## config.mk

```make
export PLATFORM = sky130hd
export DESIGN_NAME = modulo_varredura_decod_16
export DESIGN_NICKNAME = d
export VERILOG_FILES = /design/src/rtl/modulo_varredura_decod_16.sv
export SDC_FILE = /design/constraint.sdc
export NUM_CORES = 1
export LEC_CHECK = 0
export CAP_MARGIN = 20
export CORE_MARGIN = 5
export CORE_UTILIZATION = 56
export CTS_BUF_LIST = sky130_fd_sc_hd__clkbuf_8
export CTS_CLUSTER_DIAMETER = 30
export DETAILED_ROUTE_END_ITERATION = 8
export GPL_TIMING_DRIVEN = 0
export PLACE_DENSITY = 0.88
export SLEW_MARGIN = 20
export SYNTH_ARGS = -nofsm -noshare
export SYNTH_HDL_FRONTEND = slang
export SYNTH_SLANG_ARGS = --single-unit
export TNS_END_PERCENT = 10
```

## constraint.sdc

```tcl
create_clock -name clk -period 4.1 [get_ports clk]
set_clock_uncertainty 0.15 [all_clocks]
set_input_delay 0.82 -clock clk [delete_from_list [all_inputs] [get_ports clk]]
set_output_delay 0.82 -clock clk [all_outputs]
set_load 0.005 [all_outputs]
```

## src/rtl/modulo_varredura_decod_16.sv

```systemverilog
// Demux-16 scan sweeper: steps a slot index with a programmable dwell,
// decodes it to 1-based (column,row) and hands each slot downstream via valid/ready.
module modulo_varredura_decod_16 #(
   parameter int DWELL     = 4,
   parameter int LAST_SLOT = 15
) (
   input  logic       clk,
   input  logic       rst,
   input  logic       en,
   input  logic       load,
   input  logic [3:0] load_sel,
   input  logic       ready,
   output logic [3:0] dmx16_sel,
   output logic [2:0] mdc,
   output logic [2:0] mdl,
   output logic       valid,
   output logic       frame_done,
   output logic       busy
);

   typedef enum logic [1:0] {
      IDLE,
      DWELL_ST,
      PRESENT
   } state_t;

   localparam logic [7:0] CNT_INIT = 8'(DWELL - 1);
   localparam logic [3:0] LAST     = 4'(LAST_SLOT);

   state_t     state;
   logic [7:0] cnt;

   assign mdc = {1'b0, dmx16_sel[1:0]} + 3'd1;
   assign mdl = {1'b0, dmx16_sel[3:2]} + 3'd1;

   always_ff @(posedge clk) begin
      if (rst) begin
         state      <= IDLE;
         cnt        <= 8'd0;
         dmx16_sel  <= 4'd0;
         valid      <= 1'b0;
         frame_done <= 1'b0;
         busy       <= 1'b0;
      end else begin
         frame_done <= 1'b0;
         if (load) begin
            // out-of-range targets restart the sweep at slot 0
            dmx16_sel <= (load_sel > LAST) ? 4'd0 : load_sel;
            valid     <= 1'b0;
            if (en) begin
               state <= DWELL_ST;
               cnt   <= CNT_INIT;
               busy  <= 1'b1;
            end else begin
               state <= IDLE;
               cnt   <= 8'd0;
               busy  <= 1'b0;
            end
         end else begin
            unique case (state)
               IDLE: begin
                  if (en) begin
                     state <= DWELL_ST;
                     cnt   <= CNT_INIT;
                     busy  <= 1'b1;
                  end
               end
               DWELL_ST: begin
                  if (!en) begin
                     state <= IDLE;
                     cnt   <= 8'd0;
                     busy  <= 1'b0;
                  end else if (cnt == 8'd0) begin
                     state <= PRESENT;
                     valid <= 1'b1;
                  end else begin
                     cnt <= cnt - 8'd1;
                  end
               end
               PRESENT: begin
                  if (ready) begin
                     valid <= 1'b0;
                     if (dmx16_sel == LAST) begin
                        dmx16_sel  <= 4'd0;
                        frame_done <= 1'b1;
                     end else begin
                        dmx16_sel <= dmx16_sel + 4'd1;
                     end
                     if (en) begin
                        state <= DWELL_ST;
                        cnt   <= CNT_INIT;
                     end else begin
                        state <= IDLE;
                        cnt   <= 8'd0;
                        busy  <= 1'b0;
                     end
                  end
               end
               default: begin
                  state <= IDLE;
                  cnt   <= 8'd0;
                  valid <= 1'b0;
                  busy  <= 1'b0;
               end
            endcase
         end
      end
   end

endmodule
```

**After elaboration in Yosys (flattened, before gate mapping)**

Cells that the tools add are included.

- Register bits: 17
- Output and inout bits: 13
- Logic and storage cells: 65

- Mux-type cells: 30
- $lt $le $gt $ge: 1
- Reduce and logical (&&, ||, !) cells: 11
- Bitwise logic cells: 3
- Equal/unequal tests: 10
- Add/sub/neg operators: 4

Operators with widths:

| cell | number |
|---|---|
| 8-bit two-way mux | 5 |
| 8-bit case mux with 3 select lines | 1 |
| 4-bit two-way mux | 5 |
| 2-bit two-way mux | 6 |
| 1-bit two-way mux | 10 |
| 8-bit zero test | 1 |
| 4-bit != test, second input constant | 2 |
| 8-bit by 1-bit subtractor with 8-bit output, second input constant | 1 |
| 2-bit by 1-bit adder with 3-bit output, second input constant | 2 |
| 2-bit != test, second input constant | 3 |
| 3-bit != test, second input constant | 2 |
| 1-bit case mux with 3 select lines | 2 |
| 2-bit case mux with 3 select lines | 1 |
| 3-bit AND reduction | 2 |
| 4-bit by 1-bit adder with 4-bit output, second input constant | 1 |
| 4-bit equality test, second input constant | 1 |
| 4-bit > comparator, second input constant | 1 |
| 2-bit AND reduction | 2 |
| 4-bit AND reduction | 1 |
| 2-bit nonzero test | 2 |
| 4-bit OR reduction | 1 |
| 1-bit inverter | 3 |
| 2-bit by 1-bit equality test with 1-bit output, second input constant | 1 |
| 2-bit equality test, second input constant | 1 |
| other kinds (2) | 2 |

**Depth between registers and ports, before layout**

Gate-level depths: netlist of the first run.

- Word-level depth: 5
- Gate-level depth with buffers: 6

**Worst setup path after synthesis of the first run**

OpenSTA, ideal clock, no wires.

- Kind: input port to flip-flop
- Start point: in load
- End point: reg cnt[5]
- Library setup time: 0.074 ns
- Path buffers: 0
- Data arrival time: 1.792 ns
- Data required time: 3.876 ns
- Stages: 4
- Slack: 2.083 ns
- Cell sequence: nand3b_2 -> nor4_2 -> a41oi_1 -> a31oi_1

- Cells in the longest elaborated chain, start to end: 2
- Elaborated cells between the ends (all ways): 5
- Those cells by class: 3 x eq/ne; 1 x mux; 1 x reduce/logical

RTL lines:

| element | line | RTL |
|---|---|---|
| from (decl) | 10 | `input logic load,` |
| 4-bit != test (no line) or 3-bit != test (tied branches) | n/a |  |
| 3-bit AND reduction (no line) | n/a |  |
| to (signal assigned) | 77 | `cnt <= cnt - 8'd1;` |
| to (decl) | 31 | `logic [7:0] cnt;` |

Parallel ways exist; a longest one is shown, timed or not.
A chain may end at the register's enable or synchronous reset.

**Worst setup path in the final report of the first run**

- Start point: in load
- End point: reg cnt[6]

The elaborated chain is that of the path after synthesis.

==> flow_metrics.tcl, run 1 <==
set metrics [dict create \
    outcome "complete, no violations" \
    ys_warn_count 0 \
    ant_nets 0 \
    drt-wirelength-per-cell_um 16.1 \
    rsz0062_at_grt "no" \
    tightest_slew_ns 0.763 \
    h-tree-depth 1 \
    synth_area_per_cell_sq_um 8.31 \
    synth_ff_type "dfxtp_1" \
    totalWireLength_um 2870 \
    synthCells 128 \
    report.final.setup_viol 0 \
    port_buffers 21 \
    max_cap_viol_count 0 \
    drc 0 \
    cts_buffers 3 \
    diodes 0 \
    seq_area_frac_synth_pct 32.0 \
    tns_ns 0 \
    fmax_ghz 0.375 \
    start_util_pct 60.3 \
    grt_max_degree 11 \
    r2r_cells 6 \
    clock_latency_ns 0.25 \
    dieHeight_um 53.6 \
    crit_required_ns 4.13 \
    nets 170 \
    fillers 134 \
    design_area_sq_um 1350 \
    fin_crit_sh_pct 65.0 \
    synthArstFlopShare_pct 0 \
    grt_pass1_wl_um 5000 \
    gp_congestion 0.894 \
    die_area_sq_um 2870 \
    hold_buffers 0 \
    cts.clk_slew.worst_paths_ns 0.07 \
    hold_path_class "flop to flop" \
    hold_depth 2 \
    hold_violations 0 \
    fp.dieW_um 53.6 \
    worstHoldStart "busy" \
    cp-end-kind "flop" \
    vias_per_cell 6.30 \
    yosysUniqueCellTypes 40 \
    drive_gt1_share_pct 7.84 \
    ys_seq_elements 17 \
    core_sq_um 1760 \
    min_period_ns 2.67 \
    cts.path.max_buffers 2 \
    final_util_pct 76.5 \
    cts_setup_buffers 0 \
    critPathLaunch "load" \
    clkSinkCount 17 \
    firstDrtPassIters 5 \
    grt.overflow.total 0 \
    whs_ns 0.322 \
    arrival_ns 2.70 \
    dp.final_hpwl_um 2140 \
    slew_viol_final 0 \
    power_leakage_nw 0.488 \
    p_per_area_nw_per_um2 337 \
    synthesis.nets 144 \
    track_usage_pct 23.6 \
    crit_type "input port to flop" \
    dr.first_iter.drc_count 27 \
    syn2layout_area_growth_pct 26.9 \
    cts_tree "done" \
    cp-start-kind "input port" \
    relSlewSlack_pct 48.7 \
    cts_root_buf "clkbuf_8" \
    io_pins 22 \
    synth.cell_area_sq_um 1060 \
    antenna_found_initial 0 \
    grt_pass1_vias 1101 \
    num_vias 1122 \
    cts_resized 0 \
    worstPathMaxFanout 8 \
    vdd_ir_drop_max_mv 0.209 \
    post_dp_cell_area_sq_um 1310 \
    worstReg2RegStart "state[0]" \
    synth_edf_count 0 \
    num_rows 15 \
]
-- worst max-delay path, cell delays in order --
cell	delay, ns
clkdlybuf4s50_1	0.48
nand3b_2	0.36
nor3_1	0.65
o31ai_1	0.18
a31oi_1	0.21
-- synth_stat cells, types with 2 or more instances --
cell | count | share of area [%]
nor3b_1 | 2 | 1.4
nand3_1 | 4 | 1.9
a222oi_1 | 2 | 1.9
a41oi_1 | 2 | 1.6
a31oi_1 | 4 | 2.4
nor2_1 | 9 | 3.2
a211oi_1 | 2 | 1.4
nand2b_1 | 4 | 2.4
o21ai_0 | 5 | 2.4
o21a_1 | 3 | 2.1
nand2_1 | 10 | 3.5
dfxtp_1 | 17 | 32
o31ai_1 | 2 | 1.4
o211ai_2 | 2 | 2.4
nor4_1 | 4 | 2.4
nor3_1 | 8 | 3.8
nor4_2 | 2 | 2.4
clkbuf_1 | 2 | 0.71
inv_1 | 10 | 3.5
ha_1 | 7 | 8.2
a21oi_1 | 8 | 3.8
-- cell families after synthesis --
group                    after synthesis  synth area share, %
flip-flops                            17                 32.0
AND/OR/NAND/NOR                       52                 28.6
XOR/XNOR                               1                0.824
AO/OA/AOI/OAI                         38                 25.8
adder cells (fa/ha/maj)                7                 8.23
buffers and inverters                 13                 4.59
-- layer usage --
metal	global-route usage, %	part of all wire, %	vias up
li1	-	-	532
met2	40.0	51	45
met1	29.0	42	536
met3	4.16	4.8	9
met5	0	0	-
met4	10.6	1.9	0
-- through the flow --
stage                     power, W  instances  setup slack [ns]
after floorplan           0.000282        128              2.08
after global placement    0.000322        174              1.32
after detailed placement  0.000327        174              1.17
after CTS                 0.000451        178              1.41
after global routing      0.000479        178              1.32
final                     0.000455        178              1.43
-- cells in the final DEF (no fill, tap or decap), drive strengths merged, types with 2 or more instances in the layout --
master / instances
clkdlybuf4s50: 21
dfxtp: 17
inv: 11
nand2: 10
nor2: 9
nor3: 9
a21oi: 8
ha: 7
nor4: 6
o21ai: 5
clkbuf: 5
a31oi: 4
nand3: 4
nand2b: 4
o21a: 3
nor3b: 2
a41oi: 2
o211ai: 2
a222oi: 2
a211oi: 2
o31ai: 2
nand3b: 2
-- power by group --
part / internal, W / switching (W)
clock network: 0.0000666 / 0.0000614
registers: 0.000178 / 0.0000156
logic: 0.0000606 / 0.0000724
total: 0.000305 / 0.000149
-- final timing paths --
kind,endpoint,slack (ns)
worst max-delay path,cnt[6],1.43
worst min-delay path,busy,0.32
worst max register to register,cnt[7],1.96
worst min register to register,busy,0.32
-- registers in the layout (all words and copies together), names as in the netlist --
signal	flops
cnt	8
dmx16_sel	4
valid	1
frame_done	1
state	2
busy	1
-- area by class of cell --
cell class / count / area (sq um) / share of cell area (%)
clock buffers: 3 / 41.3 / 3.06
clock inverters: 1 / 3.75 / 0.278
well taps: 25 / 31.3 / 2.32
plain buffers: 3 / 11.3 / 0.834
multi-input cells: 98 / 674 / 50.0
repair buffers: 21 / 210 / 15.6
flip-flops and latches: 17 / 340 / 25.2
inverters: 10 / 37.5 / 2.78
Power figures use the tool's default switching activity.
==> inputs of run 2 (changes only) <==
--- a/config.mk
+++ b/config.mk
@@ -7,12 +7,12 @@
 export LEC_CHECK = 0
 export CAP_MARGIN = 20
 export CORE_MARGIN = 5
-export CORE_UTILIZATION = 56
+export CORE_UTILIZATION = 52
 export CTS_BUF_LIST = sky130_fd_sc_hd__clkbuf_8
 export CTS_CLUSTER_DIAMETER = 30
 export DETAILED_ROUTE_END_ITERATION = 8
 export GPL_TIMING_DRIVEN = 0
-export PLACE_DENSITY = 0.88
+export PLACE_DENSITY = 0.83
 export SLEW_MARGIN = 20
 export SYNTH_ARGS = -nofsm -noshare
 export SYNTH_HDL_FRONTEND = slang
==> constraint.sdc (replaced) <==
create_clock -name clk -period 2.7 [get_ports clk]
set_clock_uncertainty 0.15 [all_clocks]
set_input_delay 0.54 -clock clk [delete_from_list [all_inputs] [get_ports clk]]
set_output_delay 0.54 -clock clk [all_outputs]
set_load 0.005 [all_outputs]
==> run 2 against run 1 <==
Effect of this change: sequential share of layout area shrank 0.070 points; clock power increased by 52%; power grew 51%; sequential power up 51%; largest cell class unchanged; largest power group unchanged.
==> flow_metrics.tcl, run 2 (same netlist as run 1, synthesis figures left out) <==
set metrics [dict create \
    fp.dieW_um 55.2 \
    largest_register_ffs 8 \
    worst_slack_ns 0.429 \
    dp.final_hpwl_um 1920 \
    ff2ff_setup_slack_ns 0.55 \
    relSlewSlack_pct 51.4 \
    worstReg2RegStart "state[0]" \
    drc 0 \
    r2r_end "cnt[5]" \
    core_sq_um 1960 \
    final_common_cell "clkdlybuf4s50_1" \
    slowest_stage "nor4_2" \
    totalWireLength_um 2640 \
    antenna_found_initial 0 \
    arrival_ns 2.30 \
    worstPathMaxFanout 8 \
    crit_chain "clkdlybuf4s50_1 > nand3b_2 > nor4_2 > a41oi_1 > a31oi_1" \
    outcome "complete, no violations" \
    max_cap_viol_count 0 \
    reg_top3 "cnt (8), dmx16_sel (4), state (2)" \
    clock_latency_ns 0.25 \
    track_usage_pct 18.6 \
    grt_max_degree 11 \
    min_period_ns 2.27 \
    fin_crit_sh_pct 84.1 \
    cts.path.max_buffers 2 \
    cts_tree "done" \
    cp-end-kind "flop" \
    vdd_ir_drop_max_mv 0.368 \
    crit_required_ns 2.73 \
    port_buffers 21 \
    critPathLaunch "load" \
    cts_setup_buffers 0 \
    whs_ns 0.326 \
    gp_congestion 0.856 \
    vias_per_cell 6.01 \
    cts_root_buf "clkbuf_8" \
    ant_nets 0 \
    max_stage_delay_ns 0.58 \
    fillers 165 \
    tns_ns 0 \
    p_per_area_nw_per_um2 507 \
    drive_gt1_share_pct 8.50 \
    cts_buffers 3 \
    grt.overflow.total 0 \
    grt_pass1_wl_um 4690 \
    drt-wirelength-per-cell_um 14.7 \
    nets 170 \
    dr.first_iter.drc_count 49 \
    numPlacedInstances 176 \
    path_buf_inv 1 \
    crit_type "input port to flop" \
    stdcell_count 180 \
    report.final.setup_viol 0 \
    firstDrtPassIters 4 \
    slew_viol_final 0 \
    worstHoldStart "busy" \
    endpoint "cnt[5]" \
    num_vias 1081 \
    cts.clk_slew.worst_paths_ns 0.07 \
    total_power_w 0.000686 \
    clkSinkCount 17 \
    hold_buffers 0 \
    cts_resized 0 \
    dieHeight_um 55.2 \
    power_leakage_nw 0.487 \
    start_util_pct 54.2 \
    fmax_ghz 0.440 \
    grt_pass1_vias 1050 \
    num_rows 16 \
    hold_violations 0 \
    diodes 0 \
    crit_family "simple AND/OR/NAND/NOR gates" \
    r2r_cells 6 \
    cp-start-kind "input port" \
    tightest_slew_ns 0.722 \
    h-tree-depth 1 \
    hold_path_class "flop to flop" \
    io_pins 22 \
    die_area_sq_um 3050 \
    regMostFlops "cnt" \
    rsz0062_at_grt "no" \
    final_cell_mix "clkdlybuf4s50_1 (21), dfxtp_1 (17), inv_1 (10), nand2_1 (10), nor2_1 (9)" \
    syn2layout_area_growth_pct 27.3 \
    dp_slack_ns 0.205 \
    cp_num_cells 5 \
]
-- run 2: area by class of cell --
cell class | instances | area [sq um] | area share (%)
inverters | 10 | 37.5 | 2.77
well taps | 27 | 33.8 | 2.50
clock inverters | 1 | 5.00 | 0.370
repair buffers | 21 | 210 | 15.5
multi-input cells | 98 | 674 | 49.8
flip-flops and latches | 17 | 340 | 25.1
clock buffers | 3 | 41.3 | 3.05
plain buffers | 3 | 11.3 | 0.832
-- run 2: metal layers --
layer,part of all wire (%),track usage (%)
met2,48,30.2
met3,5.2,3.03
met5,0,0
met1,44,23.1
met4,2.4,10.4
-- run 2: worst min path at each step --
stage	cells past startpoint	to	slack, ns
final	2	busy	0.33
after global routing	2	busy	0.38
after CTS	2	busy	0.33
after detailed placement	2	busy	0.32
after global placement	2	busy	0.31
after floorplan	1	cnt[7]	0.31
-- run 2: tightest hold or removal path: cells and delay by family (launching register included) --
| kind | cells | cell delay [ns] |
|---|---|---|
| DFF | 1 | 0.32 |
| and+or+nand+nor | 1 | 0.06 |
| AOI/OAI and AO/OA | 1 | 0.05 |
-- run 2: through the flow --
stage	util (%)	instance area [sq um]
floorplan	-	1060
CTS	69.0	1350
global route	69.0	1350
finish	69.0	1350
detailed placement	66.6	1310
global placement	66.6	1310
-- run 2: where the power goes --
part	leakage (nW)	internal (W)	switching, W
registers	0.139	0.000271	0.0000225
logic	0.322	0.0000918	0.000107
clock network	0.0255	0.000103	0.0000919
total	0.487	0.000465	0.000221
